[src/rtl/motion_pkg.sv]
// Shared types and pixel layout constants for the motion pipeline stages.
package motion_pkg;

  // Writer FSM states; the encoding leaves room so a corrupted state is decodable.
  typedef enum logic [1:0] {
    S_LOAD  = 2'd0,
    S_WRITE = 2'd1
  } state_t;

  localparam int unsigned PIXEL_WIDTH = 24;

  // Channel slices of a packed RGB pixel: {R, G, B}.
  localparam int unsigned R_HI = 23;
  localparam int unsigned R_LO = 16;
  localparam int unsigned G_HI = 15;
  localparam int unsigned G_LO = 8;
  localparam int unsigned B_HI = 7;
  localparam int unsigned B_LO = 0;

endpackage

[src/rtl/rgb_to_gray.sv]
// Combinational RGB to grayscale: floor((R + G + B) / 3), exact for every input.
module rgb_to_gray #(
  parameter int unsigned CHANNEL_WIDTH = 8
) (
  input  logic [3*CHANNEL_WIDTH-1:0] rgb_i,
  output logic [CHANNEL_WIDTH-1:0]   gray_o
);

  // Two extra bits hold the sum of three full-scale channels without overflow.
  localparam int unsigned SumW = CHANNEL_WIDTH + 2;

  logic [SumW-1:0] sum;

  // Sum the channels, then divide; the quotient always fits in one channel.
  always_comb begin
    sum    = SumW'(rgb_i[3*CHANNEL_WIDTH-1:2*CHANNEL_WIDTH])
           + SumW'(rgb_i[2*CHANNEL_WIDTH-1:CHANNEL_WIDTH])
           + SumW'(rgb_i[CHANNEL_WIDTH-1:0]);
    gray_o = CHANNEL_WIDTH'(sum / SumW'(3));
  end

endmodule

[src/rtl/grayscale_fork.sv]
// Pops RGB pixels, converts to gray and writes each gray word exactly once to two
// independently back-pressured FIFOs, sustaining one pixel per clock when unblocked.
module grayscale_fork
  import motion_pkg::*;
#(
  parameter int unsigned CHANNEL_WIDTH = 8
) (
  input  logic                       clock,
  input  logic                       reset,
  output logic                       in_rd_en,
  input  logic                       in_empty,
  input  logic [3*CHANNEL_WIDTH-1:0] in_dout,
  output logic                       a_wr_en,
  input  logic                       a_full,
  output logic [3*CHANNEL_WIDTH-1:0] a_din,
  output logic                       b_wr_en,
  input  logic                       b_full,
  output logic [3*CHANNEL_WIDTH-1:0] b_din
);

  state_t                   state_q, state_d;
  logic [CHANNEL_WIDTH-1:0] gray_q, gray_d;
  logic                     pend_a_q, pend_a_d;
  logic                     pend_b_q, pend_b_d;
  logic [CHANNEL_WIDTH-1:0] gray_new;
  logic                     done;

  rgb_to_gray #(
    .CHANNEL_WIDTH(CHANNEL_WIDTH)
  ) u_rgb_to_gray (
    .rgb_i (in_dout),
    .gray_o(gray_new)
  );

  // State, held gray value and per-destination pending flags.
  always_ff @(posedge clock) begin
    if (reset) begin
      state_q  <= S_LOAD;
      gray_q   <= '0;
      pend_a_q <= 1'b0;
      pend_b_q <= 1'b0;
    end else begin
      state_q  <= state_d;
      gray_q   <= gray_d;
      pend_a_q <= pend_a_d;
      pend_b_q <= pend_b_d;
    end
  end

  // Next-state and strobes; a pop happens only when the current pixel is fully delivered.
  always_comb begin
    state_d  = state_q;
    gray_d   = gray_q;
    pend_a_d = pend_a_q;
    pend_b_d = pend_b_q;
    in_rd_en = 1'b0;
    a_wr_en  = 1'b0;
    b_wr_en  = 1'b0;
    done     = 1'b0;

    case (state_q)
      S_LOAD: begin
        if (!in_empty) begin
          in_rd_en = 1'b1;
          gray_d   = gray_new;
          pend_a_d = 1'b1;
          pend_b_d = 1'b1;
          state_d  = S_WRITE;
        end
      end
      S_WRITE: begin
        a_wr_en  = pend_a_q & ~a_full;
        b_wr_en  = pend_b_q & ~b_full;
        pend_a_d = pend_a_q & ~a_wr_en;
        pend_b_d = pend_b_q & ~b_wr_en;
        done     = (~pend_a_q | a_wr_en) & (~pend_b_q | b_wr_en);
        if (done) begin
          if (!in_empty) begin
            in_rd_en = 1'b1;
            gray_d   = gray_new;
            pend_a_d = 1'b1;
            pend_b_d = 1'b1;
          end else begin
            state_d = S_LOAD;
          end
        end
      end
      default: begin
        state_d  = S_LOAD;
        pend_a_d = 1'b0;
        pend_b_d = 1'b0;
      end
    endcase

    // A reset cycle must not let a held pixel leak out or consume an input word.
    if (reset) begin
      in_rd_en = 1'b0;
      a_wr_en  = 1'b0;
      b_wr_en  = 1'b0;
    end
  end

  // Data buses are zero unless their write strobe is active.
  always_comb begin
    a_din = a_wr_en ? {3{gray_q}} : '0;
    b_din = b_wr_en ? {3{gray_q}} : '0;
  end

endmodule

[config.mk]
export PLATFORM = sky130hd
export DESIGN_NAME = grayscale_fork
export DESIGN_NICKNAME = d
export VERILOG_FILES = /design/src/rtl/motion_pkg.sv /design/src/rtl/rgb_to_gray.sv /design/src/rtl/grayscale_fork.sv
export SDC_FILE = /design/constraint.sdc
export NUM_CORES = 1
export LEC_CHECK = 0
export CORE_MARGIN = 2
export CORE_UTILIZATION = 40
export CTS_CLUSTER_SIZE = 20
export DETAILED_ROUTE_END_ITERATION = 6
export HOLD_SLACK_MARGIN = 0.08
export PLACE_DENSITY = 0.81
export SYNTH_ARGS = -nofsm -noshare
export SYNTH_HDL_FRONTEND = slang
export SYNTH_SLANG_ARGS = --single-unit
[constraint.sdc]
create_clock -name clock -period 9.8 [get_ports clock]
set_input_delay 1.96 -clock clock [delete_from_list [all_inputs] [get_ports clock]]
set_output_delay 1.96 -clock clock [all_outputs]
set_load 0.02 [all_outputs]
* After elaboration in Yosys (flattened, before gate mapping)
Index checks and enable logic that the tools add are counted.
Cells by class: divide/modulo/power cells 1, reduce and logical (&&, ||, !) cells 4, shift operators 0, add/sub/neg operators 2, eq/ne operators 4, bitwise operators 13, multiplexer cells 24, multiply operators 0, magnitude comparators 0
Operator list (count):
- $mux 24 | 2
- $mux 8 | 2
- $pmux 8 s2 | 1
- $mux 1 | 12
- $add 10x8->10 | 1
- $div 10x2->10 const B | 1
- $add 8x8->9 | 1
- $mux 2 | 3
- $ne 2x2->1 const B | 3
- $not 1->1 | 6
- $pmux 1 s2 | 3
- $and 1x1->1 | 5
- $pmux 2 s2 | 1
- $reduce_and 3->1 | 1
- $eq 2x1->1 const B | 1
- $logic_not 2->1 | 1
- $or 1x1->1 | 2
- $reduce_and 2->1 | 1
- $reduce_bool 2->1 | 1
Storage, ports and cells: bits in writable memories 0, bits in latches 0, ROM bits 0, memories kept 0, output and inout bits 51, flip-flop bits (word level) 12

* Depth between registers and ports, before layout
depth after elaboration 7, gate-level depth with buffers 27, depth with buffers taken out 25

* Modules after synthesis
A second synthesis with hierarchy kept.
Unflattened totals: cell total of the unflattened synthesis 334, area, all modules 2597.5 um^2
By module, submodules not included:
- rgb_to_gray | area an instance 1541.5 um^2, times used 1, sequential area each 0.0 um^2, cells each 207
- grayscale_fork | area an instance 1056.0 um^2, times used 1, sequential area each 220.2 um^2, cells each 127

* Least setup slack after synthesis
Ideal clock, no wire load.
path kind in2reg, start point in in_dout[8], end point reg gray_q[0], setup time 124 ps, setup slack 3323 ps, arrival 6352 ps, stages on the path 24, path buffers 0, data required time 9676 ps, cells stage by stage ha_1 inv_1 fa_1 nor2b_1 o2111ai_1 nand2_1 xor2_1 ha_1 a21o_1 a211o_1 nand2_1 xnor2_1 a31oi_1 a31oi_2 nor4_1 a221oi_1 a2bb2oi_1 nand2_1 ha_1 a21oi_1 o221a_2 nand4_1 a221oi_2 a211oi_1
Between the ends: longest elaborated chain between the ends 6
RTL lines:
- start: declaration | RTL line grayscale_fork.sv:12 | input logic [3*CHANNEL_WIDTH-1:0] in_dout,
- $add 8x8->9 (*) | RTL line rgb_to_gray.sv:17 | + SumW'(rgb_i[2*CHANNEL_WIDTH-1:CHANNEL_WIDTH])
- $add 10x8->10 (*) | RTL line rgb_to_gray.sv:18 | + SumW'(rgb_i[CHANNEL_WIDTH-1:0]);
- $div 10x2->10 (*) | RTL line rgb_to_gray.sv:19 | gray_o = CHANNEL_WIDTH'(sum / SumW'(3));
- $mux 8 (*) | RTL line grayscale_fork.sv:63, grayscale_fork.sv:78
- $mux 8 | RTL line grayscale_fork.sv:77 | if (done) begin
- $pmux 8 s2 (*) | RTL line grayscale_fork.sv:61 | case (state_q)
- end signal: assignment | RTL line grayscale_fork.sv:44 | gray_q <= gray_d;
- end: declaration | RTL line grayscale_fork.sv:22 | logic [CHANNEL_WIDTH-1:0] gray_q, gray_d;
Every way passes the cells marked *; elsewhere a longest branch is shown, timed or not. The select of a mux whose other input is x is not followed. A chain may end at the register's enable or synchronous reset.

* Final worst setup path
start point in in_dout[9], end point reg gray_q[0]
Same word-level chain as after synthesis.

==> impl_results.md <==
- Top cell by count, worst path: a21oi_1
- Area of placed instances: between 3000 and 4000 um2
- Total CTS buffers: 3
- CTS Hold Buffers Added: 0
- Setup_tns: 0 ns
- Top cell type's share of synthesized area: under 10%
- Post-route design area: approximately 3100 um2
- Status: complete, no violations
- Initial detailed-routing violation count: 308
- Seq/Total Area, Yosys: between 8 and 9%
- Yosys warning total: 0
- Seq pwr share: between 10% and 20%
- Int Pwr: between 0.0002 and 0.0003 W
- Detailed placement HPWL: 5360 um
- # resized after CTS: 0
- FFs w/ async S/R, synth: 0%
- RSZ-0062 raised after global routing: false
- PD cells: ~190 nW/um2
- Routed WL per cell: 13.9 um
- Clock Tree Root: clkbuf_8
- P_leak: 1.25 nW
- Switch Pwr: between 0.0003 and 0.0004 W
- H-Tree Depth: 1
- Post-layout nets: approximately 450
- Clock share of power: under 10%
- Setup Skew: around 0.00062 ns
- GRT Residual Overflow: 0
- Initial Utilization: 41.7%
- CP Data Required Time: around 9.9 ns
- Die Y-Extent: 83.0 um
- Clk buf depth: 2
- Final hold vios: 0
- Clk_lat worst skew: roughly 0.24 ns
- Dpl cells: between 400 and 500
- Synth top area cells: buf_4 (9.6%), ha_1 (9.0%), dfxtp_1 (8.8%)
- Remaining antenna violation count: 0
- Worst min path class: reg2reg
- Vias in the first global route: 2501
- Leading area contributor after synthesis: buf_4
- Pin count of the biggest net entering global routing: 20
- CTS tree: built
- EDFF count, synth: 0
- Post-route DRC: 0
- Total Wirelength: 6590 um
- Critical path data arrival time: ~8.1 ns
- Fillers: roughly 580
- Vias per cell: between 5 and 6
- CP Launch Type: primary input
- Detailed Routing Iterations Pass 1: 5
- Synthesized flop and latch total: 11
- Std-Cell Rows: 28
- Crit path largest cell delay: 0.81 ns
- Distinct cell type count after synthesis: 57
- Slew headroom: around 28%
- Critical path type: in2reg
- Post-CTS setup buffer count: 0
- Tightest Pin Transition: between 1 and 1.5 ns
- Io pins: 80
- Cell count after synthesis: around 360
- Post-synthesis cell area: 2500 um2
- Critical path's top delay family: compound AO/OA/AOI/OAI gates
- Synth Flop Type: dfxtp_1
- Die W: 83.0 um
- WP buf/inv: 1
- Combinational cell fraction of total power: between 80% and 90%
- Max cap viols: 0
- # clock sinks: 11
- GR Util All Layers: between 15 and 20%
- Final Max Tran Viols: 0
- Syn_nets: a little over 400
- Initial antenna violation count: 0
- Proportion of layout cells with a drive suffix above 1: 2.76%
- Final worst-path cycle share: 81.8%
- Clk pin slew, worst setup/hold paths: 0.05 ns
- Synth Area per Inst: 6.92 um2
- First-pass GRT wire length: about 11000 um
- Critical-path top delay cell: a21oi_1
- Buffers on Ports: 79
- Antenna cells: 0
- Post-Layout Cell Count: ~470
- Sw frac: between 50% and 60%
- Via count: 2784
- Final GP Congestion: 0.914
- Max Fclk: between 100 and 150 MHz
- Core ar.: ~6000 um2
- Die area: 6890 um2
- Min Tclk post-route: 8.02 ns
- Final Total Pwr: approximately 0.0006 W
- Setup violators final: 0
- CP Capture Type: flop
- Max IR drop VDD: just over 0.08 mV
- Max FO, Critical Path: 13
- Area Overhead vs Synth: 25.5%
-- synthesized netlist by cell type (all sizes together), types with 4 or more instances --
| master | n |
|---|---|
| nor2b | 4 |
| nor2 | 32 |
| nand2 | 36 |
| inv | 13 |
| a211o | 4 |
| and2 | 19 |
| a211oi | 6 |
| nor3 | 12 |
| buf | 37 |
| dfxtp | 11 |
| xor2 | 5 |
| nand3 | 5 |
| o211ai | 8 |
| o21ai | 19 |
| nand4 | 5 |
| mux2i | 7 |
| clkbuf | 9 |
| a21oi | 30 |
| nand2b | 4 |
| xnor2 | 11 |
| a21o | 9 |
| ha | 18 |
| a221oi | 4 |
-- flip-flops by register name, summed over array words and instances, names as in the netlist --
register and count:
state_q 1, gray_q 8, pend_b_q 1, pend_a_q 1
-- layout make-up --
| cell class | count | area [um2] | share of cell area (%) |
|---|---|---|---|
| Clock buffer | 4 | 45.0 | 1.44 |
| Inverter | 13 | 48.8 | 1.56 |
| Multi-Input combinational cell | 291 | 1930 | 61.5 |
| Sequential cell | 11 | 220 | 7.02 |
| Tap cell | 75 | 93.8 | 2.99 |
| Timing Repair Buffer | 80 | 798 | 25.4 |
-- worst min-delay path: stages (launching register included) --
cell     delay [ns]
dfxtp_1        0.31
nand2_1        0.05
a21oi_1        0.05
-- power groups by stage --
stage                     Combinational, W  Sequential [W]   Clock, W
final                             0.000497       0.0000628  0.0000452
after detailed placement          0.000484       0.0000639          0
after global routing              0.000550       0.0000652  0.0000494
after CTS                         0.000487       0.0000630  0.0000470
after floorplan                   0.000387       0.0000620          0
after global placement            0.000481       0.0000632          0
-- metal layers --
layer | wire (um) | GRT usage, % | part of all wire, % | vias up
met3 | 598 | 2.39 | 9.1 | 12
met2 | 3080 | 32.0 | 47 | 161
met1 | 2800 | 23.3 | 43 | 1240
li1 | - | - | - | 1371
met5 | 0 | 0 | 0 | -
met4 | 104 | 5.22 | 1.6 | 0
-- path summary, 6_finish.rpt --
kind	startpoint	endpoint	slack (ns)	cells after the start
setup / recovery	in_dout[9]	gray_q[0]$_SDFFE_PP0P_	1.78	26
hold / removal	gray_q[2]$_SDFFE_PP0P_	gray_q[2]$_SDFFE_PP0P_	0.46	2
setup reg to reg	pend_a_q$_SDFFE_PP0P_	gray_q[3]$_SDFFE_PP0P_	8.20	6
hold reg to reg	gray_q[2]$_SDFFE_PP0P_	gray_q[2]$_SDFFE_PP0P_	0.46	2
-- kinds of logic after synthesis --
logic type               count (synthesis)  share of synthesized area [%]
buffers and inverters                   59                           13.9
AND/OR/NAND/NOR                        131                           25.7
multiplexers                             7                           2.80
XOR/XNOR                                16                           5.61
AO/OA/AOI/OAI                          117                           32.5
adder cells (fa/ha/maj)                 20                           10.6
flip-flops                              11                           8.81
-- cells in the final DEF, fill, tap and decap left out, types with 3 or more instances in the layout --
| cell | Yosys | routed |
|---|---|---|
| a221oi_1 | 3 | 3 |
| nand2b_1 | 4 | 4 |
| nor3_1 | 12 | 12 |
| or2_2 | 3 | 3 |
| clkdlybuf4s50_1 | 0 | 79 |
| inv_1 | 13 | 13 |
| o21bai_1 | 3 | 3 |
| o2111ai_1 | 3 | 3 |
| a21o_1 | 9 | 9 |
| nor2_1 | 32 | 32 |
| o311a_1 | 3 | 3 |
| clkbuf_8 | 0 | 3 |
| mux2i_1 | 7 | 7 |
| nor2b_1 | 4 | 4 |
| ha_1 | 18 | 18 |
| o21ai_0 | 19 | 19 |
| nor4_1 | 3 | 3 |
| xnor2_1 | 11 | 11 |
| a211oi_1 | 6 | 6 |
| a211o_1 | 4 | 4 |
| o211ai_1 | 8 | 8 |
| xor2_1 | 5 | 5 |
| nand4_1 | 5 | 5 |
| dfxtp_1 | 11 | 11 |
| a21oi_1 | 30 | 30 |
| and2_1 | 19 | 19 |
| nand2_1 | 36 | 36 |
| nand3_1 | 5 | 5 |
-- metrics by stage --
| stage | util, % | hold slack (ns) | setup WS [ns] |
|---|---|---|---|
| 3_3_place_gp | 51.6 | 0.444 | 1.74 |
| 3_5_place_dp | 51.6 | 0.454 | 1.67 |
| 6_report | 52.4 | 0.457 | 1.78 |
| 5_1_grt | 52.4 | 0.501 | 1.07 |
| 4_1_cts | 52.4 | 0.460 | 1.92 |
| 2_1_floorplan | - | 0.436 | 3.32 |
Power figures use the tool's default switching activity.
==> RTL edit (config.mk and constraints unchanged) <==
`CHANNEL_WIDTH` is set to 8 in 2 places; all go to 9.
--- a/src/rtl/rgb_to_gray.sv
+++ b/src/rtl/rgb_to_gray.sv
@@ -2,3 +2,3 @@
 module rgb_to_gray #(
-  parameter int unsigned CHANNEL_WIDTH = 8
+  parameter int unsigned CHANNEL_WIDTH = 9
 ) (
--- a/src/rtl/grayscale_fork.sv
+++ b/src/rtl/grayscale_fork.sv
@@ -5,3 +5,3 @@
 #(
-  parameter int unsigned CHANNEL_WIDTH = 8
+  parameter int unsigned CHANNEL_WIDTH = 9
 ) (
Ports: changed (resized a_din, b_din and in_dout); port bits go from 80 to 89. No check against the original RTL was run, so the function may have changed too.
==> RTL edit against the original RTL <==
Core utilization shrank 1.2 points; design area grew 10%; routed wire length grew 2.1%; clock power shrank 6.6%; area after synthesis grew 11%; setup slack lost 0.038 ns; sequential cell count grew 1; power grew 32%; critical endpoint unchanged; highest routed layer unchanged.
==> RTL edit: results (changes against the original RTL) <==
- setup slack, reg-to-reg: 8.02 ns, -0.18 ns
- worst vdd ir: 0.0000816 V, -0.18%
- number of signal-net inverters in the final layout: 11, -2
- placed inst area: 3410 sq um, +10%
- maximum cell stage delay along the critical path: 0.68 ns, -0.13 ns
- Total Nets Final: 473, +5.3%
- fraction of final layout cells with drive strength greater than 1: 0.0574, +0.0298
- total routed wirelength: 6.72 mm, +2.1%
- count of mapped cells out of synthesis: 378, +4.7%
- largest net degree at the start of global routing: 22, +10%
- number of flip-flops in the largest register: 9, +1
- Synth Area in Adders: 0.104, -0.00260
- count of distinct cell types in the synthesized netlist: 71, +25%
- Avg Synthesized Cell Area: 7.35 sq um, +6.2%
- Area growth syn-to-layout: 24.4%
- detail-routed net length per standard cell: 13.5 um, -2.8%
- share of the final layout cell area in multi-input gates: 0.621, +0.00509
- Synth Area in XOR/XNOR: 0.0792, +0.0232
- final weighted congestion in routability-driven placement: 0.909, -0.59%
- switch share: 0.541, about the same
- ranking of synthesized cells by area: sky130_fd_sc_hd__buf_4 (9.7%), sky130_fd_sc_hd__dfxtp_1 (8.6%), sky130_fd_sc_hd__ha_1 (8.6%)
- Hold Worst Slack: 0.458 ns, +0.00105 ns
- syn_nets: 431, +5.1%
- Pleak: 1.30 nW, +4.0%
- first-pass GRT wire length: 10.9 mm, -1.6%
- Total GRT Usage: 0.171, -0.0118
- IO buf count: 88, +11%
- initial antenna violation count: 0, unchanged
- minimum setup slack after placement: 1.54 ns, -0.130 ns
- Multi-Input Combinational: 303, +4.1%
- endpoint with the worst hold slack: gray_q[3]$_SDFFE_PP0P_
- Buffers, non-clock: 89, +11%
- Max transition margin: 0.252, -0.0328
- number of clock sinks: 12, +1
- vias in the first global route: 2,497, -0.16%
- flip-flop and latch share of the layout cell area: 0.0695, -0.000689
- Layout fillers: 651, +13%
- Compound-Gate Fraction of Synth Area: 0.305, -0.0202
- worst-path cell with the longest stage delay: sky130_fd_sc_hd__xor2_1
- maximum fanout along the worst path: 11, -2
- Final clock-cell share: 0.0119, -0.00241
- total via count in the routed design: 2,862, +2.8%
- most frequent cells after synthesis: sky130_fd_sc_hd__buf_4 (36), sky130_fd_sc_hd__nor2_1 (35), sky130_fd_sc_hd__a21oi_1 (25), sky130_fd_sc_hd__nand2_1 (24), sky130_fd_sc_hd__and2_1 (22)
- final setup skew: 0.000307 ns, -0.000317 ns
- share of synthesized area occupied by flip-flops and latches: 0.0864, -0.00168
- run status: finished, final reports clean
- Signal buf overhead: 0.257, +0.00257
- Worst R2R Path Depth: 5, -1
- Initial DRT Pass Iterations: 4, -1
- portion of netlist area occupied by mux cells: 0.0153, -0.0127
## RTL edit: power groups by stage
stage          Clock, mW  Sequential (mW)  Combinational [mW]
2_1_floorplan          0           0.0691               0.566
3_3_place_gp           0           0.0710               0.660
3_5_place_dp           0           0.0715               0.679
4_1_cts           0.0431           0.0705               0.681
5_1_grt           0.0451           0.0717               0.762
6_report          0.0422           0.0703               0.688
## RTL edit: routing by layer
metal | vias up | wire length, um | track usage
met4 | 0 | 57 | 0.0406
met5 | - | 0 | 0
met1 | 1272 | 2950 | 0.203
met3 | 7 | 452 | 0.0161
li1 | 1441 | - | -
met2 | 142 | 3270 | 0.324
## RTL edit: kinds of logic after synthesis
logic type,Yosys count
flops,12
fa+ha+maj,22
mux,4
buf+inv,63
simple gates,141
compound gates,116
xor+xnor,20
## RTL edit: critical path, delay by kind of cell
kind                     cells  cell delay, ns
XOR/XNOR                     4            1.13
adder cells (fa/ha/maj)      4            1.28
AO/OA/AOI/OAI               14            2.30
AND/OR/NAND/NOR              8            0.97
buffers and inverters        2            0.52
